[src/rtl/instr_queue.sv]
// Fetch-to-decode instruction FIFO: zero-latency head view, one cycle enqueue-to-visible.
// Fetch ready depends only on registered fullness and clear; decode stalls never reach fetch combinationally.
package maverickOne_pkg;
  localparam int XLEN = 32;
  localparam int ILEN = 32;
endpackage

module instr_queue #(
  parameter int XLEN  = maverickOne_pkg::XLEN,
  parameter int ILEN  = maverickOne_pkg::ILEN,
  parameter int DEPTH = 4
) (
  input  logic                     clk_i,
  input  logic                     srst_i,
  input  logic                     clear_i,
  input  logic                     fetch_valid_i,
  output logic                     fetch_ready_o,
  input  logic [ILEN-1:0]          fetch_code_i,
  input  logic [XLEN-1:0]          fetch_pc_i,
  output logic                     decode_valid_o,
  input  logic                     decode_ready_i,
  output logic [ILEN-1:0]          decode_code_o,
  output logic [XLEN-1:0]          decode_pc_o,
  output logic [$clog2(DEPTH):0]   count_o,
  output logic                     empty_o,
  output logic                     full_o
);

  localparam int AW = $clog2(DEPTH);
  localparam int CW = AW + 1;

  logic [ILEN-1:0] code_mem [DEPTH];
  logic [XLEN-1:0] pc_mem   [DEPTH];
  logic [AW-1:0]   rd_ptr;
  logic [AW-1:0]   wr_ptr;
  logic [CW-1:0]   count;
  logic            push;
  logic            pop;

  assign empty_o        = (count == '0);
  assign full_o         = (count == CW'(DEPTH));
  assign count_o        = count;
  assign fetch_ready_o  = ~full_o & ~clear_i;
  assign decode_valid_o = ~empty_o & ~clear_i;
  assign push           = fetch_valid_i & fetch_ready_o;
  assign pop            = decode_valid_o & decode_ready_i;

  // Data is gated while empty so stale storage never leaks to decode.
  assign decode_code_o = empty_o ? '0 : code_mem[rd_ptr];
  assign decode_pc_o   = empty_o ? '0 : pc_mem[rd_ptr];

  always_ff @(posedge clk_i) begin
    if (srst_i || clear_i) begin
      rd_ptr <= '0;
      wr_ptr <= '0;
      count  <= '0;
    end else begin
      if (push) wr_ptr <= wr_ptr + 1'b1;
      if (pop)  rd_ptr <= rd_ptr + 1'b1;
      count <= count + CW'(push) - CW'(pop);
    end
  end

  // Storage is deliberately left unreset.
  always_ff @(posedge clk_i) begin
    if (push && !srst_i) begin
      code_mem[wr_ptr] <= fetch_code_i;
      pc_mem[wr_ptr]   <= fetch_pc_i;
    end
  end

  a_count_max: assert property (@(posedge clk_i) count <= CW'(DEPTH));
  a_no_push_full: assert property (@(posedge clk_i) disable iff (srst_i) !(push && full_o));
  a_no_pop_empty: assert property (@(posedge clk_i) disable iff (srst_i) !(pop && empty_o));
  a_head_stable: assert property (@(posedge clk_i) disable iff (srst_i)
    (decode_valid_o && !decode_ready_i) |=> ($stable(decode_pc_o) && $stable(decode_code_o)));

endmodule

[config.mk]
export PLATFORM = sky130hd
export DESIGN_NAME = instr_queue
export DESIGN_NICKNAME = d
export VERILOG_FILES = /design/src/rtl/instr_queue.sv
export SDC_FILE = /design/constraint.sdc
export NUM_CORES = 1
export LEC_CHECK = 0
export ABC_CLOCK_PERIOD_IN_PS = 4700
export CAP_MARGIN = 20
export CORE_MARGIN = 2
export CORE_UTILIZATION = 28
export DETAILED_ROUTE_END_ITERATION = 16
export GPL_TIMING_DRIVEN = 1
export PLACE_DENSITY = 0.5
export SYNTH_ARGS = -nofsm -noshare
export SYNTH_HDL_FRONTEND = slang
export SYNTH_SLANG_ARGS = --single-unit
[constraint.sdc]
create_clock -name clk_i -period 4.7 [get_ports clk_i]
set_input_delay 0.94 -clock clk_i [delete_from_list [all_inputs] [get_ports clk_i]]
set_output_delay 0.94 -clock clk_i [all_outputs]
set_load 0.03 [all_outputs]
==> impl_metrics.py, run 1 <==
metrics = {
    "clocking": {
        "cts_tree": "built",
        "holdBufCountCts": 0,
        "cts-buffers-inserted": 31,
        "clock_sink_count": 265,
        "root_buffer": "clkbuf_16",
        "clock_latency_ns": 0.55,
        "cts_max_path_buffers": 3,
        "post_cts_buffers": 0,
        "cts-resized-gates": 0,
        "clk_pin_slew_worst_paths_ns": 0.06,
        "h-tree-depth": 1,
    },
    "timing": {
        "rsz0062_at_grt": "no",
        "max_slew_margin_pct": 27.48,
        "period_share_pct": 83.10,
        "fin_skew_ns": 0.01106,
        "fmax_mhz": 256.0,
        "hold_viol_final": 0,
        "setup_violations": 0,
        "drv_slew": 0,
        "max_slew.worst_pin.slew_ns": 1.088,
        "fin_tns_setup_ns": 0,
        "fin_crit_ns": 3.906,
    },
    "setup_path": {
        "required_ns": 3.76,
        "cp-end-kind": "output port",
        "critPathLaunchType": "register",
        "r2r-start": "count_o[1]$_SDFF_PP0_",
        "cp_slowest_cell": "dfxtp_4",
        "critical_path_class": "register to output port",
        "cp_max_fo": 23,
        "slowest_delay_ns": 0.68,
        "crit_chain": "buf_4, mux4_2, nor2b_1, clkdlybuf4s50_1",
        "arrival_ns": 2.97,
    },
    "floorplan": {
        "die_h_um": 195.0,
        "ios": 140,
        "dieWidth_um": 195.0,
        "initial_core_util_pct": 28.57,
        "rows": 69,
        "core_mm2": 0.03574,
        "dieArea_mm2": 0.03801,
    },
    "yosys": {
        "netlist_instances": 458,
        "synth-seq-area-share_pct": 77.05,
        "synth.most_common_cell": "edfxtp_1",
        "synth_simple_gate_area_share_pct": 5.379,
        "synthMuxAreaShare_pct": 14.31,
        "synth_fp_nets": 534,
        "yosys_warnings": 0,
        "synthAdderAreaFrac_pct": 0.9313,
        "avgSynthCellArea_um2": 22.29,
        "yosys.area.top_type_share_pct": 75.28,
        "synth_xor_xnor_area_share_pct": 0.3431,
        "synth_top_family_by_area": "multiplexers",
        "synth_area_leaders": "edfxtp_1 75%, mux4_2 14%, nor2b_1 3.7%",
        "synth_area_mm2": 0.01021,
        "synthArstFlopShare_pct": 0,
        "ys_seq_elements": 265,
        "synth-edff-count": 256,
        "ys_top_cells_by_count": "256 x edfxtp_1, 64 x mux4_2, 60 x nor2b_1",
        "synth_flop_cell": "edfxtp_1",
        "netlist.top_cell.by_area": "edfxtp_1",
        "synth-compound-area-share_pct": 0.1593,
        "synth.distinct_cells": 25,
    },
    "final_layout": {
        "syn2layout_area_growth_pct": 29.60,
        "drive_above_1_share_pct": 19.94,
        "fillers": 3334,
        "nNetsFinal": 694,
    },
    "place": {
        "place.gp.congestion": 0.7125,
        "portBuffers": 139,
        "hpwl_um": 12080,
    },
    "routing": {
        "wl_met2_um": 10920,
        "wl_met3_um": 1085,
        "first_iter_violations": 247,
        "top_layer": "met4",
        "remaining_drc_errors": 0,
        "avgRoutedWirePerCell_um": 19.15,
        "viasPerCell": 4.427,
        "ant_nets": 0,
        "drtPass1Iterations": 4,
        "m1WireLength_um": 8606,
        "vias": 4887,
        "postRouteWirelength_um": 21140,
    },
    "power": {
        "powerDensity_mw_per_mm2": 408.9,
        "power.leakage_nw": 4.094,
        "p_total_mw": 5.411,
        "ir_drop_v": 0.0002716,
    },
    "global_route": {
        "grt_pass1_wl_um": 32350,
        "grt_max_degree": 65,
        "gr-usage-all-layers_pct": 11.07,
        "gr-total-overflow": 0,
        "grt_pass1_vias": 5453,
        "antenna_found_initial": 1,
    },
    "hold_path": {
        "hold_path.class": "register to register",
        "min-delay-start": "wr_ptr[0]$_SDFFE_PP0P_",
    },
    "outcome": {
        "status": "complete, no violations",
    },
    "job": {
        "cap_viol_max_count": 0,
    },
}
[cells in the final DEF (no fill, tap or decap), types with 4 or more instances in the layout]
master,n
clkdlybuf4s50_1,139
mux4_2,64
dfxtp_1,7
clkbuf_1,5
nor3b_4,4
ha_1,6
edfxtp_1,256
clkinv_1,8
nor2_1,4
nor3_1,4
buf_4,11
nand2_1,4
bufinv_16,7
nor2b_1,60
clkbuf_16,31
inv_1,5
and2b_1,4
[final cells by class]
class,instances,area (um^2),share of cell area (%)
flip-flops and latches,265,7875,59.51
clock buffers,36,794.5,6.004
well taps,461,576.8,4.359
inverters,5,18.77,0.1418
diodes,1,2.502,0.01891
repair buffers,151,1494,11.29
clock inverters,21,284.0,2.146
multi-input cells,164,2188,16.54
[registers in the layout (all words and copies together) (netlist names), named ones only]
name / cells
rd_ptr: 2
pc_mem: 128
wr_ptr: 2
code_mem: 128
count_o: 3
[metal layers]
metal,GRT usage (%),up-vias
met2,20.16,122
met1,12.91,2552
met3,2.568,35
li1,-,2178
met4,3.364,0
met5,0,-
[worst paths after layout]
| path | endpoint | slack, ns | cells past startpoint |
|---|---|---|---|
| min reg2reg | wr_ptr[0]$_SDFFE_PP0P_ | 0.53 | 2 |
| min | wr_ptr[0]$_SDFFE_PP0P_ | 0.53 | 2 |
| max reg2reg | count_o[2]$_SDFF_PP0_ | 1.98 | 9 |
| max | decode_pc_o[31] | 0.79 | 4 |
[power breakdown]
group / leakage, nW / total (mW) / internal [mW] / switching [mW]
registers: 2.39 / 2.62 / 2.61 / 0.00929
clock network: 0.521 / 2.49 / 1.58 / 0.904
logic: 1.19 / 0.299 / 0.143 / 0.156
total: 4.09 / 5.41 / 4.34 / 1.07
[cell families after synthesis]
family          Yosys count
flops                   265
simple gates             85
mux                      66
buf+inv                  29
fa+ha+maj                 7
xor+xnor                  4
compound gates            2
[stage by stage]
stage / worst slack, ns / cells / area (um^2) / hold slack, ns / util [%]
2_1_floorplan: 0.09197 / 458 / 10210 / 0.4709 / -
3_3_place_gp: 1.061 / 1046 / 12150 / 0.4826 / 34.00
3_5_place_dp: 1.001 / 1046 / 12150 / 0.5251 / 34.00
4_1_cts: 0.6395 / 1103 / 13230 / 0.5331 / 37.02
5_1_grt: 0.5809 / 1103 / 13230 / 0.5503 / 37.02
6_report: 0.7942 / 1104 / 13230 / 0.5298 / 37.03
[critical path, delay by kind of cell, from the launching register on]
kind                   cells  cell delay, ns
buffers and inverters      2            1.00
DFF                        1            0.68
muxes                      1            0.55
and+or+nand+nor            1            0.16
Power figures use the tool's default switching activity.
==> inputs of run 2 (changes only) <==
ABC_CLOCK_PERIOD_IN_PS = 4000   (was 4700)
PLACE_DENSITY = 0.48   (was 0.5)
clock period = 4 ns   (was 4.7 ns; I/O delays follow)
==> impl_metrics.py, run 2 (synthesized netlist as in run 1, its figures left out) <==
metrics = {
    "routing": {
        "ant_nets": 0,
        "postRouteWirelength_um": 21490,
        "viasPerCell": 4.433,
        "vias": 4885,
        "avgRoutedWirePerCell_um": 19.50,
        "remaining_drc_errors": 0,
        "drtPass1Iterations": 6,
        "first_iter_violations": 210,
    },
    "timing": {
        "drv_slew": 0,
        "hold_viol_final": 0,
        "fin_tns_setup_ns": 0,
        "whs_ns": 0.5255,
        "period_share_pct": 90.46,
        "setup_violations": 0,
        "setup_ws_ns": 0.3817,
        "rsz0062_at_grt": "no",
        "fin_crit_ns": 3.618,
        "max_slew_margin_pct": 58.44,
        "max_slew.worst_pin.slew_ns": 0.6215,
        "fin_skew_ns": 0.02195,
        "fmax_mhz": 276.4,
    },
    "global_route": {
        "grt_max_degree": 67,
        "grt_pass1_vias": 5540,
        "antenna_found_initial": 0,
        "gr-total-overflow": 0,
        "gr-usage-all-layers_pct": 11.30,
        "grt_pass1_wl_um": 32950,
    },
    "power": {
        "powerDensity_mw_per_mm2": 449.2,
        "ir_drop_v": 0.0002843,
        "power.leakage_nw": 4.014,
    },
    "floorplan": {
        "ios": 140,
        "dieArea_mm2": 0.03801,
        "die_h_um": 195.0,
        "dieWidth_um": 195.0,
        "initial_core_util_pct": 28.57,
        "core_mm2": 0.03574,
        "rows": 69,
    },
    "final_layout": {
        "drive_above_1_share_pct": 19.19,
        "final_area_mm2": 0.01307,
        "syn2layout_area_growth_pct": 27.97,
        "layout_commonest_cell": "edfxtp_1",
        "final_cell_mix": "256 x edfxtp_1, 139 x clkdlybuf4s50_1, 64 x mux4_2",
        "nNetsFinal": 695,
        "diodes": 0,
        "fillers": 3337,
        "post-route-util_pct": 36.56,
    },
    "job": {
        "cap_viol_max_count": 0,
    },
    "setup_path": {
        "cp_max_fo": 33,
        "critPathLaunchType": "register",
        "slowest_delay_ns": 0.62,
        "cp_slowest_cell": "clkdlybuf4s50_1",
        "critical_path_class": "register to output port",
        "required_ns": 3.20,
        "cp-end-kind": "output port",
        "crit_chain": "buf_12, mux4_2, nor2b_1, clkdlybuf4s50_1",
        "arrival_ns": 2.82,
    },
    "clocking": {
        "clk_pin_slew_worst_paths_ns": 0.06,
        "root_buffer": "clkbuf_16",
        "clock_latency_ns": 0.55,
        "cts_tree": "built",
        "cts-resized-gates": 0,
        "holdBufCountCts": 0,
        "cts_max_path_buffers": 3,
        "cts-buffers-inserted": 30,
        "h-tree-depth": 1,
        "clock_sink_count": 265,
        "post_cts_buffers": 0,
    },
    "place": {
        "portBuffers": 139,
        "dp_worst_setup_slack_ns": 0.6890,
        "placed_area_mm2": 0.01219,
        "place.gp.congestion": 0.6941,
        "hpwl_um": 12620,
    },
    "outcome": {
        "status": "complete, no violations",
    },
    "hold_path": {
        "hold_path.class": "register to register",
    },
}
[run 2: final cells by class]
| class | instances | area (um^2) | area share [%] |
|---|---|---|---|
| clock inverters | 13 | 61.31 | 0.4692 |
| inverters | 5 | 18.77 | 0.1436 |
| flip-flops and latches | 265 | 7875 | 60.26 |
| well taps | 461 | 576.8 | 4.414 |
| multi-input cells | 164 | 2188 | 16.75 |
| repair buffers | 153 | 1534 | 11.74 |
| clock buffers | 41 | 813.3 | 6.224 |
[run 2: power breakdown]
group / internal (mW) / switching (mW) / leakage, nW
Clock: 1.41 / 1.02 / 0.421
Combinational: 0.170 / 0.191 / 1.21
Sequential: 3.07 / 0.00972 / 2.39
Total: 4.65 / 1.22 / 4.01
[run 2: worst paths after layout]
check | startpoint | endpoint | slack (ns) | depth (start not counted)
setup / recovery | register | decode_pc_o[3] | 0.38 | 4
setup reg to reg | count_o[1]$_SDFF_PP0_ | count_o[2]$_SDFF_PP0_ | 1.48 | 9
hold reg to reg | wr_ptr[1]$_SDFFE_PP0P_ | wr_ptr[1]$_SDFFE_PP0P_ | 0.53 | 2
hold / removal | wr_ptr[1]$_SDFFE_PP0P_ | wr_ptr[1]$_SDFFE_PP0P_ | 0.53 | 2
[run 2: per-stage QoR]
| step | power, mW | instances |
|---|---|---|
| after floorplan | 3.308 | 458 |
| after global placement | 3.496 | 1048 |
| after detailed placement | 3.505 | 1048 |
| after CTS | 5.968 | 1102 |
| after global routing | 6.086 | 1102 |
| final | 5.870 | 1102 |
[run 2: routing by layer]
layer  up-vias  wire [um]  global-route usage, %
met5         -          0                      0
met4         0        433                  2.940
met3        37       1112                  2.551
met2       118      10300                  19.21
met1      2552       9645                  14.62
li1       2178          -                      -
[run 2: critical path, delay by kind of cell (launching register included)]
kind / cells / cell delay [ns]
mux: 1 / 0.56
simple gates: 1 / 0.17
buf+inv: 2 / 0.94
flops: 1 / 0.55
==> inputs of run 3 (changes only) <==
ABC_CLOCK_PERIOD_IN_PS = 3500   (was 4000)
CORE_MARGIN = 5   (was 2)
clock period = 3.5 ns   (was 4 ns; I/O delays follow)
==> impl_metrics.py, run 3 (synthesized netlist as in run 1, its figures left out) <==
metrics = {
    "outcome": {
        "status": "complete, no violations",
    },
    "routing": {
        "avgRoutedWirePerCell_um": 19.32,
        "vias": 4871,
        "postRouteWirelength_um": 21460,
        "drtPass1Iterations": 4,
        "ant_nets": 0,
        "wl_met3_um": 909,
        "remaining_drc_errors": 0,
        "first_iter_violations": 167,
        "m1WireLength_um": 9074,
        "wl_met2_um": 10930,
        "viasPerCell": 4.384,
        "top_layer": "met4",
    },
    "place": {
        "portBuffers": 139,
        "hpwl_um": 13150,
        "place.gp.congestion": 0.6718,
    },
    "final_layout": {
        "layout_commonest_cell": "edfxtp_1",
        "diodes": 0,
        "syn2layout_area_growth_pct": 30.65,
        "final_cell_mix": "256 x edfxtp_1, 139 x clkdlybuf4s50_1, 64 x mux4_2",
        "nNetsFinal": 697,
        "post-route-util_pct": 36.70,
        "drive_above_1_share_pct": 21.31,
    },
    "floorplan": {
        "ios": 140,
        "initial_core_util_pct": 28.09,
        "dieWidth_um": 201.0,
        "rows": 70,
        "die_h_um": 201.0,
        "core_mm2": 0.03635,
        "dieArea_mm2": 0.04039,
    },
    "clocking": {
        "post_cts_buffers": 0,
        "clk_pin_slew_worst_paths_ns": 0.05,
        "h-tree-depth": 1,
        "root_buffer": "clkbuf_16",
        "clock_latency_ns": 0.52,
        "cts_max_path_buffers": 3,
        "clock_sink_count": 265,
        "cts-buffers-inserted": 29,
        "cts-resized-gates": 0,
        "holdBufCountCts": 0,
        "cts_tree": "built",
    },
    "global_route": {
        "grt_pass1_wl_um": 33160,
        "grt_max_degree": 37,
        "grt_pass1_vias": 5456,
        "antenna_found_initial": 0,
        "gr-total-overflow": 0,
        "gr-usage-all-layers_pct": 10.45,
    },
    "timing": {
        "whs_ns": 0.5134,
        "fin_crit_ns": 3.271,
        "fin_skew_ns": 0.009642,
        "fmax_mhz": 305.7,
        "max_slew.worst_pin.slew_ns": 0.6079,
        "setup_violations": 0,
        "max_slew_margin_pct": 59.34,
        "drv_slew": 0,
        "rsz0062_at_grt": "no",
        "hold_viol_final": 0,
        "period_share_pct": 93.45,
    },
    "power": {
        "power.leakage_nw": 4.133,
        "powerDensity_mw_per_mm2": 531.8,
        "ir_drop_v": 0.0003256,
        "p_total_mw": 7.095,
    },
    "setup_path": {
        "cp_max_fo": 33,
        "cp-end-kind": "output port",
        "required_ns": 2.80,
        "critPathLaunchType": "register",
        "arrival_ns": 2.57,
        "critical_path_class": "register to output port",
    },
    "job": {
        "cap_viol_max_count": 0,
    },
    "hold_path": {
        "hold_path.class": "register to register",
    },
}
run 3: changes by cell type in the layout (fill, tap and decap cells not counted):
| cell | change |
|---|---|
| clkbuf_16 | -2 |
| clkinv_4 | +1 |
| clkbuf_1 | -8 |
| clkinv_1 | -4 |
| bufinv_16 | +5 |
| buf_12 | +8 |
| clkbuf_8 | +5 |
| inv_6 | +1 |
| clkinv_2 | +3 |
| clkinvlp_4 | -2 |
| buf_4 | -5 |
run 3: critical path, stage by stage, from the launching register on:
cell and delay, ns:
dfxtp_4 0.36, buf_4 0.44, mux4_2 0.29, nor2b_1 0.21, clkdlybuf4s50_1 0.71
run 3: through the flow:
step	instances	setup slack, ns	TNS [ns]	instance area (um^2)
after floorplan	458	-0.8680	-220.09	10210
after CTS	1111	0.1365	0	13340
final	1111	0.2292	0	13340
after global placement	1058	0.5696	0	12320
after global routing	1111	0.08272	0	13340
after detailed placement	1058	0.4082	0	12320
run 3: where the power goes:
group          switching, mW  total, mW  internal (mW)  leakage (nW)
Sequential           0.00929       3.52           3.51          2.39
Combinational          0.222      0.420          0.198          1.24
Clock                   1.17       3.16           1.98         0.507
Total                   1.40       7.09           5.69          4.13
run 3: layout make-up:
| cell class | count | area, um^2 |
|---|---|---|
| Fill cell | 3317 | 23010 |
| Clock buffer | 36 | 802.0 |
| Inverter | 5 | 18.77 |
| Clock inverter | 17 | 214.0 |
| Sequential cell | 265 | 7875 |
| Timing Repair Buffer | 156 | 1657 |
| Tap cell | 468 | 585.6 |
| Multi-Input combinational cell | 164 | 2188 |
run 3: routing by layer:
metal | GRT usage, % | vias up
li1 | - | 2180
met1 | 13.23 | 2543
met2 | 18.26 | 114
met3 | 2.310 | 34
met4 | 2.679 | 0
met5 | 0 | -
run 3: final timing paths:
check / start / end / slack, ns / depth (start not counted)
worst min-delay path: wr_ptr[1]$_SDFFE_PP0P_ / wr_ptr[1]$_SDFFE_PP0P_ / 0.51 / 2
worst min register to register: wr_ptr[1]$_SDFFE_PP0P_ / wr_ptr[1]$_SDFFE_PP0P_ / 0.51 / 2
worst max register to register: count_o[1]$_SDFF_PP0_ / count_o[2]$_SDFF_PP0_ / 0.95 / 9
worst max-delay path: register / decode_code_o[23] / 0.23 / 4
